### src/rtl/mul_seq_16.sv
// Sequential unsigned 16x16 shift-and-add multiplier driving the shared CLA adder.
// It has no adder of its own and rebuilds the adder carry-out from the operand and sum MSBs.
module mul_seq_16 #(
  parameter int WIDTH = 16,
  parameter int CNT_W = 5
) (
  input  logic               clk,
  input  logic               rst_n,
  input  logic               start,
  input  logic [WIDTH-1:0]   op_a,
  input  logic [WIDTH-1:0]   op_b,
  output logic               busy,
  output logic               done,
  output logic [2*WIDTH-1:0] product,
  output logic [WIDTH-1:0]   add_a,
  output logic [WIDTH-1:0]   add_b,
  output logic               add_cin,
  input  logic [WIDTH-1:0]   add_s
);

  localparam logic [1:0] IDLE = 2'd0;
  localparam logic [1:0] RUN  = 2'd1;
  localparam logic [1:0] DONE = 2'd2;

  localparam logic [CNT_W-1:0] LAST = CNT_W'(WIDTH - 1);

  logic [1:0]       state;
  logic [WIDTH-1:0] m, acc, q;
  logic [CNT_W-1:0] cnt;
  logic             carry;
  logic [WIDTH-1:0] nxt_acc, nxt_q;

  assign add_a   = acc;
  assign add_b   = q[0] ? m : '0;
  assign add_cin = 1'b0;

  // The adder has no carry-out. Both MSBs set always carries. Exactly one MSB set
  // carries when the sum MSB comes back clear.
  assign carry = (add_a[WIDTH-1] & add_b[WIDTH-1]) |
                 ((add_a[WIDTH-1] ^ add_b[WIDTH-1]) & ~add_s[WIDTH-1]);

  assign {nxt_acc, nxt_q} = {carry, add_s, q[WIDTH-1:1]};

  assign busy = (state != IDLE);
  assign done = (state == DONE);

  always_ff @(posedge clk or negedge rst_n) begin
    if (!rst_n) begin
      state   <= IDLE;
      m       <= '0;
      acc     <= '0;
      q       <= '0;
      cnt     <= '0;
      product <= '0;
    end else begin
      case (state)
        IDLE: if (start) begin
          m     <= op_a;
          q     <= op_b;
          acc   <= '0;
          cnt   <= '0;
          state <= RUN;
        end
        RUN: begin
          acc <= nxt_acc;
          q   <= nxt_q;
          cnt <= cnt + CNT_W'(1);
          if (cnt == LAST) begin
            state   <= DONE;
            product <= {nxt_acc, nxt_q};
          end
        end
        DONE:    state <= IDLE;
        default: state <= IDLE;
      endcase
    end
  end

endmodule

### config.mk
export PLATFORM = sky130hd
export DESIGN_NAME = mul_seq_16
export DESIGN_NICKNAME = d
export VERILOG_FILES = /design/src/rtl/mul_seq_16.sv
export SDC_FILE = /design/constraint.sdc
export NUM_CORES = 1
export LEC_CHECK = 0
export BUFFER_PORTS_ARGS = -buffer_cell sky130_fd_sc_hd__buf_2
export CORE_MARGIN = 2
export CORE_UTILIZATION = 50
export CTS_CLUSTER_SIZE = 10
export DETAILED_ROUTE_END_ITERATION = 6
export GPL_TIMING_DRIVEN = 0
export PLACE_DENSITY = 0.85
export SYNTH_ARGS = -nofsm -noshare
export SYNTH_HDL_FRONTEND = slang
export SYNTH_SLANG_ARGS = --single-unit
### constraint.sdc
create_clock -name clk -period 2.2 [get_ports clk]
set_input_delay 0.22 -clock clk [delete_from_list [all_inputs] [get_ports clk]]
set_output_delay 0.22 -clock clk [all_outputs]
set_load 0.01 [all_outputs]
* Word level (Yosys, flattened, before mapping)
Cells that the tools add are included.
** Storage, ports and cells
- Output and inout port bits :: 67
- Memories :: 0
- ROM bits :: 0
- Bits in latches :: 0
- Register bits after elaboration :: 87
- Bits in writable memories :: 0
** Cells by class
- $add $sub $neg :: 1
- Equal/unequal tests :: 5
- Bitwise operators :: 5
- Divide/modulo/power cells :: 0
- Reduce and logical (&&, ||, !) cells :: 7
- Shifts and indexed selects :: 0
- Multipliers :: 0
- Magnitude comparators :: 0
- Mux-type cells :: 10
** Operators with widths (number)
- $pmux 16 s2 :: 2
- $mux 16 :: 3
- $pmux 5 s2 :: 1
- $reduce_and 2->1 :: 4
- $add 5x1->5 const B :: 1
- $eq 5x4->1 const B :: 1
- $mux 5 :: 1
- $mux 2 :: 2
- $ne 2x2->1 const B :: 2
- $pmux 2 s2 :: 1
- $reduce_bool 2->1 :: 2
- $and 1x1->1 :: 2
- $eq 2x1->1 const B :: 1
- $eq 2x2->1 const B :: 1
- $logic_not 2->1 :: 1
- $not 1->1 :: 1
- $or 1x1->1 :: 1
- $xor 1x1->1 :: 1

* Longest topological paths before layout
Gate-level depths: netlist (run 1).
- Depth after elaboration :: 5
- Gate-level depth with buffers :: 7
- Gate-level depth less buffers :: 6

* Worst setup path after synthesis (run 1)
OpenSTA, ideal clock, no wires.
- Path kind :: flip-flop to flip-flop
- Start :: register cnt[0]
- End :: register product[25]
- Clock period less this slack :: 1790 ps
- Slack :: 410 ps
- Stages on the path, launching flop included :: 7
- Data arrival time :: 1665 ps
- Required time :: 2075 ps
- Setup time :: 125 ps
- Path through :: dfrtp_1 -> ha_1 -> and3_1 -> ha_1 -> nand3b_2 -> buf_2 -> mux2_2
** Between the ends
- Word-level cells in the longest chain between the ends :: 2
** RTL lines
- start, declared :: line 29 : logic [CNT_W-1:0] cnt;
- start signal, assigned :: line 67 : cnt <= cnt + CNT_W'(1);
- $eq 5x4->1 :: line 68 : if (cnt == LAST) begin
- $reduce_and 2->1 (no line)
- end signal, assigned :: line 70 : product <= {nxt_acc, nxt_q};
- end, declared :: line 14 : output logic [2*WIDTH-1:0] product,
No other way between the ends.
A chain may end at the register's enable or synchronous reset.

* Worst setup path after layout (run 1)
- Start :: register cnt[0]
- End :: register product[29]
The elaborated chain is that of the path after synthesis.

==> results of run 1 <==
[cell families after synthesis]
kind of cell / synth area share [%]
AO/OA/AOI/OAI: 4.40
adder cells (fa/ha/maj): 1.05
buffers and inverters: 4.09
flip-flops: 60.8
multiplexers: 9.71
other: 0.105
AND/OR/NAND/NOR: 19.9
[per-layer routing]
metal / GRT usage [%] / part of all wire, %
met5: 0 / 0
met4: 9.23 / 1.9
met3: 5.97 / 6.7
met2: 38.5 / 50
met1: 25.5 / 42
[registers in the layout (all words and copies together), names as in the netlist]
signal,count
product,32
m,16
q,16
cnt,5
add_a,16
state,2
[final cells by class]
cell class	instances	area (um^2)
clock inverters	3	42.5
clock buffers	12	155
fillers	593	2350
flip-flops and latches	87	2180
multi-input cells	220	1260
repair buffers	118	621
plain buffers	23	135
well taps	96	120
inverters	3	11.3
[synth_stat cells]
cell type	instances	area share [%]
nor2b_1	2	0.35
a21oi_1	3	0.42
nor2_1	16	1.7
or2_2	1	0.17
nor3_1	16	2.2
dfrtp_1	87	61
mux2i_1	1	0.28
nand3_1	19	2.7
o21a_1	1	0.21
buf_2	12	1.7
or3b_1	1	0.24
o22ai_1	16	2.8
inv_1	3	0.31
nand2_1	82	8.6
nand2b_1	1	0.17
nor3b_2	1	0.35
conb_1	1	0.10
and2_1	16	2.8
mux2_2	30	9.4
nand3b_2	1	0.31
ha_1	3	1.0
o21ai_0	7	0.98
buf_4	3	0.63
and3_1	1	0.17
buf_6	3	0.94
nand4_1	1	0.17
clkbuf_1	5	0.52
[critical path, cell delays in order (launching register included)]
cell,delay (ns)
dfrtp_1,0.41
ha_1,0.23
and3_1,0.18
ha_1,0.20
nand3b_2,0.22
buf_2,0.28
mux2_2,0.36
[final timing paths]
kind                          from          end  slack (ns)  cells past startpoint
setup / recovery            cnt[0]  product[29]        0.19                      6
setup reg to reg            cnt[0]  product[29]        0.19                      6
hold / removal             op_a[1]         m[1]        0.06                      3
hold reg to reg               m[0]         m[0]        0.47                      2
max in group asynchronous    rst_n  product[10]        1.34                      3
min in group asynchronous    rst_n  product[24]        0.26                      2
[through the flow]
stage | power (mW) | util, % | std cells | cell area [um^2] | setup slack (ns)
final | 6.40 | 65.8 | 562 | 4520 | 0.186
after floorplan | 4.33 | - | 333 | 3580 | 0.410
after global placement | 5.20 | 62.4 | 545 | 4280 | 0.246
after global routing | 6.87 | 65.8 | 562 | 4520 | 0.0760
after detailed placement | 5.36 | 62.8 | 546 | 4310 | 0.182
after CTS | 6.47 | 65.8 | 562 | 4520 | 0.174
[layout by cell type (no fill, tap or decap)]
cell type,Yosys,routed
a21oi_1,3,3
and2_1,16,16
and3_1,1,1
buf_16,0,1
buf_2,12,127
buf_4,3,4
buf_6,3,3
bufinv_16,0,1
clkbuf_1,5,6
clkbuf_8,0,11
clkinv_2,0,1
clkinvlp_4,0,1
conb_1,1,1
dfrtp_1,87,87
dlygate4sd3_1,0,1
ha_1,3,3
inv_1,3,3
mux2_2,30,30
mux2i_1,1,1
nand2_1,82,82
nand2b_1,1,1
nand3_1,19,19
nand3b_2,1,1
nand4_1,1,1
nor2_1,16,16
nor2b_1,2,2
nor3_1,16,16
nor3b_2,1,1
o21a_1,1,1
o21ai_0,7,7
o22ai_1,16,16
or2_2,1,1
or3b_1,1,1
[power by group through the flow]
stage / sequential, mW / clock, mW / combinational (mW)
floorplan: 2.95 / 0 / 1.37
global placement: 2.78 / 0 / 2.42
detailed placement: 2.84 / 0 / 2.52
CTS: 2.81 / 1.12 / 2.54
global route: 2.90 / 1.18 / 2.78
finish: 2.81 / 1.10 / 2.49
==> run_results.csv, run 1 <==
group,metric,value,unit
run_status,status,"finished clean",
global_route,grt_pass1_wl,13100,um
power_and_ir_drop,clkPwrFrac,17.2,%
drt,drc,0,
sta,whs,0.0597,ns
floorplanning,core,6870,um^2
clock_network,path_clk_slew,0.08,ns
sta,min_period,2.01,ns
drt,routed_wl,7990,um
floorplanning,die_w,88.7,um
yosys,synth_area_per_cell,10.8,um^2
floorplanning,rows,30,
yosys,netlist_area,3580,um^2
global_route,grt_pass1_vias,2956,
clock_network,cts_tree,"done",
yosys,syn-num-nets,387,
min_path,holdCritPathClass,"in -> reg",
yosys,synth_seq_area_share,60.8,%
yosys,synth_cell_types,27,
yosys,yosysWarnings,0,
clock_network,cts-resized-gates,0,
power_and_ir_drop,p_leak,2.31,nW
sta,finalCritPeriodShare,91.6,%
clock_network,hold_buffers,1,
sta,clock_skew,0.00532,ns
setup_path,crit_type,"reg -> reg",
power_and_ir_drop,p_seq_share,43.9,%
layout,drive_gt1_share,39.1,%
sta,tns,0,ns
power_and_ir_drop,p_switching,2.30,mW
floorplanning,fp.dieH,88.7,um
floorplanning,num_io_pins,118,
sta,finalMaxSlewViolations,0,
sta,setup_viol,0,
clock_network,cts_buffers,9,
global_route,grt_max_degree,74,
sta,final_hold_viol_count,0,
global_route,track_usage,22.0,%
layout,syn_to_final_growth,26.2,%
clock_network,h-tree-depth,3,
drt,vias,2838,
placed_design,place_congestion,0.750,
setup_path,cp.arrival,2.25,ns
drt,routedWlPerCell,14.2,um
power_and_ir_drop,p_comb_share,38.9,%
layout,nNetsFinal,516,
yosys,synth-seq-cells,87,
drt,drt_iter0_drc,108,
power_and_ir_drop,p_per_area,1410,nW/um^2
power_and_ir_drop,switching_share,35.9,%
flow_run,drv_cap,0,
setup_path,crit_fanout,10,
setup_path,required,2.44,ns
drt,viasPerCell,5.05,
yosys,postSynthCellCount,333,
power_and_ir_drop,ir_drop,0.816,mV
clock_network,root_buffer,"clkbuf_8",
clock_network,postCtsSetupBuffers,0,
placed_design,io_buffers,116,
sta,fmax,0.496,GHz
drt,firstDrtPassIters,4,
setup_path,critPathLaunchType,"flip-flop",
global_route,grt-ovfl-total,0,
floorplanning,dieArea,7860,um^2
sta,rsz0062_at_grt,"no",
placed_design,hpwlAfterDp,5900,um
floorplanning,floorplan.initialDensity,52.2,%
drt,drtAntennaViolNets,0,
power_and_ir_drop,p_int,4.10,mW
global_route,antenna_found_initial,0,
layout,antenna-diode-count,0,
clock_network,cts_buffer_depth,2,
setup_path,cp-end-kind,"flip-flop",
clock_network,clk_latency,0.35,ns
clock_network,cts_sinks,87,
No activity file was read; power rests on OpenSTA's default activity.
==> run 2: changes to the inputs <==
--- a/config.mk
+++ b/config.mk
@@ -11,7 +11,7 @@
 export CTS_CLUSTER_SIZE = 10
 export DETAILED_ROUTE_END_ITERATION = 6
 export GPL_TIMING_DRIVEN = 0
-export PLACE_DENSITY = 0.85
+export PLACE_DENSITY = 0.77
 export SYNTH_ARGS = -nofsm -noshare
 export SYNTH_HDL_FRONTEND = slang
 export SYNTH_SLANG_ARGS = --single-unit
==> run 2 against run 1 <==
Sequential power is essentially flat. Power increased by 0.25%. Non-clock buffer count stayed put. Via count fell by 1.3%. Worst setup slack better by 0.0076 ns. Worst hold slack improved by 0.00088 ns.
==> run_results.csv, run 2 (synthesis gave the netlist of run 1 again) <==
group,metric,value,unit
run_status,status,"finished clean",
drt,drc,0,
floorplanning,core,6870,um^2
global_route,grt_max_degree,55,
floorplanning,rows,30,
global_route,grt-ovfl-total,0,
drt,drtAntennaViolNets,0,
sta,setup_viol,0,
sta,worst_pin_slew,0.501,ns
global_route,track_usage,21.0,%
setup_path,ff2ff_setup_slack,0.19,ns
clock_network,cts_sinks,87,
sta,relSlewSlack,66.6,%
floorplanning,floorplan.initialDensity,52.2,%
floorplanning,die_w,88.7,um
placed_design,io_buffers,116,
setup_path,critPathLaunchType,"flip-flop",
layout,antenna-diode-count,0,
drt,drt_iter0_drc,127,
min_path,hp-start,"op_a[9]",
global_route,gr-usage-met2,34.4,%
drt,vias,2801,
drt,routedWlPerCell,14.0,um
clock_network,cts_tree,"done",
placed_design,dpl.cell_count,546,
min_path,holdCritPathClass,"in -> reg",
flow_run,drv_cap,0,
sta,clock_skew,0.0108,ns
drt,viasPerCell,4.98,
clock_network,clk_latency,0.34,ns
global_route,met1_usage,26.9,%
setup_path,crit_fanout,10,
sta,rsz0062_at_grt,"no",
layout,final_cell_mix,"127 x buf_2, 87 x dfrtp_1, 82 x nand2_1, 30 x mux2_2, 19 x nand3_1",
setup_path,required,2.43,ns
global_route,top_usage_layer,"met2",
drt,routed_wl,7870,um
layout,drive_gt1_share,39.4,%
global_route,grt_pass1_wl,12600,um
layout,syn_to_final_growth,26.5,%
clock_network,root_buffer,"clkbuf_8",
min_path,holdPathStages,3,
setup_path,crit_type,"reg -> reg",
clock_network,cts-resized-gates,0,
setup_path,cp.arrival,2.24,ns
global_route,grt_pass1_vias,2727,
placed_design,place_congestion,0.753,
clock_network,h-tree-depth,3,
sta,tns,0,ns
sta,fmax,0.498,GHz
layout,largest_register_ffs,32,
floorplanning,num_io_pins,118,
layout,largest-register,"product",
floorplanning,dieArea,7860,um^2
setup_path,cp-end-kind,"flip-flop",
layout,nFillCells,569,
global_route,antenna_found_initial,0,
sta,min_period,2.01,ns
setup_path,reg2reg_depth,6,
sta,final_hold_viol_count,0,
floorplanning,fp.dieH,88.7,um
setup_path,timing.rr.end,"product[26]",
placed_design,hpwlAfterDp,5670,um
layout,final_common_cell,"buf_2",
power_and_ir_drop,p_leak,2.32,nW
clock_network,cts_buffer_depth,2,
layout,nNetsFinal,516,
sta,finalCritPeriodShare,91.2,%
drt,firstDrtPassIters,5,
layout,instances_no_fill,563,
global_route,use_met3,4.48,%
power_and_ir_drop,ir_drop,0.693,mV
clock_network,path_clk_slew,0.08,ns
clock_network,cts_buffers,9,
power_and_ir_drop,p_per_area,1420,nW/um^2
setup_path,r2r-start,"cnt[0]",
sta,finalMaxSlewViolations,0,
min_path,min_to,"m[9]",
==> run 2: changes by cell type in the layout (fill, tap and decap cells not counted), sizes merged <==
cell | previous run | this run
clkinv | 1 | 3
clkbuf | 17 | 16
==> run 2: final cells by class <==
type                       instances  area [um^2]  share of cell area (%)
multi-input combinational        220         1260                    27.8
tap                               96          120                    2.65
clock inverter                     5         56.3                    1.24
clock buffer                      11          151                    3.34
inverter                           3         11.3                   0.248
timing repair buffer             118          621                    13.7
buffer                            23          135                    2.98
sequential                        87         2180                    48.0
==> run 2: how the worst max path moves through the flow <==
stage           start  cells after the start     endpoint  slack (ns)
6_report       cnt[0]                      6  product[26]        0.19
5_1_grt        cnt[0]                      6  product[26]        0.07
2_1_floorplan  cnt[0]                      6  product[25]        0.41
3_5_place_dp   cnt[0]                      6  product[26]        0.20
3_3_place_gp    rst_n                      1    add_a[11]        0.19
4_1_cts        cnt[0]                      6  product[26]        0.18
==> run 2: report_power, final <==
part           internal [mW]  switching [mW]  leakage (nW)
combinational           1.16            1.32          1.18
sequential              2.36           0.441          1.03
clock                  0.585           0.551         0.105
total                   4.11            2.31          2.32
==> run 2: repair_timing <==
item	CTS	global route
setup endpoints to repair	0	0
hold endpoints to repair	33	0
setup buffers	0	0
hold buffers	1	0
==> run 2: routing by layer <==
| metal | vias to the layer above | part of all wire, % | wire (um) |
|---|---|---|---|
| li1 | 1363 | - | - |
| met1 | 1331 | 45 | 3560 |
| met2 | 95 | 47 | 3740 |
| met3 | 12 | 5.3 | 419 |
| met4 | 0 | 1.9 | 153 |
| met5 | - | 0 | 0 |
==> run 2: stage by stage <==
step | area, um^2 | utilization [%] | setup slack [ns] | total power, mW | hold WS (ns)
2_1_floorplan | 3580 | - | 0.410 | 4.33 | -0.0756
3_3_place_gp | 4280 | 62.4 | 0.195 | 5.21 | 0.412
3_5_place_dp | 4310 | 62.8 | 0.204 | 5.34 | 0.203
4_1_cts | 4530 | 66.0 | 0.183 | 6.49 | 0.0462
5_1_grt | 4530 | 66.0 | 0.0707 | 6.90 | 0.0501
6_report | 4530 | 66.0 | 0.193 | 6.41 | 0.0606
==> run 2: critical path, stage by stage, from the launching register on <==
cell,delay [ns]
dfrtp_1,0.41
ha_1,0.23
and3_1,0.19
ha_1,0.20
nand3b_2,0.22
buf_2,0.28
mux2_2,0.36
==> run 3: changes to the inputs <==
--- a/config.mk
+++ b/config.mk
@@ -12,6 +12,7 @@
 export DETAILED_ROUTE_END_ITERATION = 6
 export GPL_TIMING_DRIVEN = 0
 export PLACE_DENSITY = 0.77
+export SETUP_SLACK_MARGIN = 0.3
 export SYNTH_ARGS = -nofsm -noshare
 export SYNTH_HDL_FRONTEND = slang
 export SYNTH_SLANG_ARGS = --single-unit
==> run 3 against run 2 <==
Highest routed layer unchanged. Worst setup slack improved by 0.20 ns. Largest power group unchanged. Cell area increased by 0.66%. Via count increased by 0.25%. First-iteration DRC count decreased by 19%.
==> run_results.csv, run 3 (synthesis gave the netlist of run 1 again) <==
group,metric,value,unit
run_status,status,"finished clean",
setup_path,crit_type,"reg -> reg",
sta,relSlewSlack,66.4,%
sta,final_hold_viol_count,0,
placed_design,io_buffers,116,
placed_design,pre_cts_ws,0.204,ns
floorplanning,die_w,88.7,um
sta,min_period,1.81,ns
sta,whs,0.0592,ns
layout,nFillCells,567,
sta,worst_pin_slew,0.503,ns
sta,clock_skew,0.0110,ns
floorplanning,floorplan.initialDensity,52.2,%
clock_network,root_buffer,"clkbuf_8",
setup_path,crit_fanout,10,
clock_network,clk_latency,0.35,ns
drt,vias,2808,
layout,multi_input_area,1270,um^2
setup_path,required,2.43,ns
global_route,grt_max_degree,55,
global_route,antenna_found_initial,0,
global_route,track_usage,21.0,%
sta,finalMaxSlewViolations,0,
clock_network,cts_sinks,87,
global_route,grt_pass1_vias,2725,
sta,worst_slack,0.392,ns
power_and_ir_drop,p_per_area,1410,nW/um^2
drt,routedWlPerCell,13.9,um
layout,fin_util,66.4,%
layout,register_area,2180,um^2
power_and_ir_drop,p_leak,2.34,nW
drt,drc,0,
setup_path,critPathLaunchType,"flip-flop",
placed_design,hpwlAfterDp,5670,um
floorplanning,num_io_pins,118,
sta,tns,0,ns
layout,largest-register,"product",
layout,final_cell_mix,"126 x buf_2, 87 x dfrtp_1, 82 x nand2_1, 30 x mux2_2, 19 x nand3_1",
power_and_ir_drop,ir_drop,0.693,mV
placed_design,place_area,4310,um^2
sta,setup_viol,0,
drt,firstDrtPassIters,4,
floorplanning,core,6870,um^2
clock_network,cts_buffers,9,
clock_network,path_clk_slew,0.08,ns
setup_path,cp.arrival,2.04,ns
layout,fin_area,4560,um^2
floorplanning,fp.dieH,88.7,um
layout,nNetsFinal,517,
sta,rsz0062_at_grt,"no",
layout,drive_gt1_share,39.5,%
sta,finalCritPeriodShare,82.2,%
floorplanning,dieArea,7860,um^2
layout,final_common_cell,"buf_2",
flow_run,drv_cap,0,
placed_design,place_congestion,0.753,
global_route,grt_pass1_wl,12600,um
drt,routed_wl,7830,um
clock_network,h-tree-depth,3,
drt,drtAntennaViolNets,0,
drt,viasPerCell,4.98,
drt,drt_iter0_drc,103,
min_path,holdCritPathClass,"in -> reg",
layout,antenna-diode-count,0,
clock_network,cts_tree,"done",
setup_path,cp-end-kind,"flip-flop",
clock_network,cts_buffer_depth,2,
layout,syn_to_final_growth,27.3,%
layout,largest_register_ffs,32,
sta,fmax,0.553,GHz
global_route,grt-ovfl-total,0,
floorplanning,rows,30,
[run 3: cell count changes in the layout (fill, tap and decap cells not counted)]
cell      delta
nand3b_4     +1
buf_6        +3
buf_4        -1
buf_2        -1
nand3b_2     -1
[run 3: metal layers]
| layer | up-vias | routed length [um] | global-route usage, % |
|---|---|---|---|
| met5 | - | 0 | 0 |
| met4 | 0 | 169 | 9.37 |
| met1 | 1331 | 3520 | 26.9 |
| li1 | 1368 | - | - |
| met2 | 95 | 3730 | 34.4 |
| met3 | 14 | 421 | 4.48 |
[run 3: layout make-up]
type	instances	area share [%]
sequential	87	47.7
multi-input combinational	220	27.8
timing repair buffer	119	13.8
clock buffer	11	3.32
buffer	23	3.26
tap	96	2.63
clock inverter	5	1.23
inverter	3	0.247
[run 3: through the flow]
stage	power, mW	std cells
finish	6.43	564
global route	6.91	564
CTS	6.50	563
detailed placement	5.34	546
global placement	5.21	545
floorplan	4.33	333
[run 3: final timing paths]
check                        start     endpoint  slack, ns  depth (start not counted)
max in group asynchronous    rst_n         q[3]       1.22                          3
max reg2reg                 cnt[0]  product[16]       0.39                          6
min in group asynchronous    rst_n   product[7]       0.36                          2
min                        op_a[9]         m[9]       0.06                          3
min reg2reg                  m[11]        m[11]       0.47                          2
max                         cnt[0]  product[16]       0.39                          6
[run 3: power breakdown]
part / switching, mW / total [mW] / internal [mW]
Sequential: 0.443 / 2.80 / 2.36
Combinational: 1.32 / 2.49 / 1.17
Clock: 0.550 / 1.14 / 0.585
Total: 2.31 / 6.43 / 4.12
[run 3: critical path, cell delays in order (launching register included)]
cell and delay, ns:
dfrtp_1 0.41, ha_1 0.23, and3_1 0.19, ha_1 0.22, nand3b_4 0.12, buf_6 0.17
mux2_2 0.35
[run 3: timing repair]
| action | 4_1_cts | 5_1_grt |
|---|---|---|
| setup buffers | 0 | 1 |
| resized for setup | 4 | 1 |
| pin swaps | 0 | 0 |
| endpoints found under the setup margin | 25 | 25 |
| hold endpoints to repair | 33 | 0 |
| hold buffers | 1 | 0 |
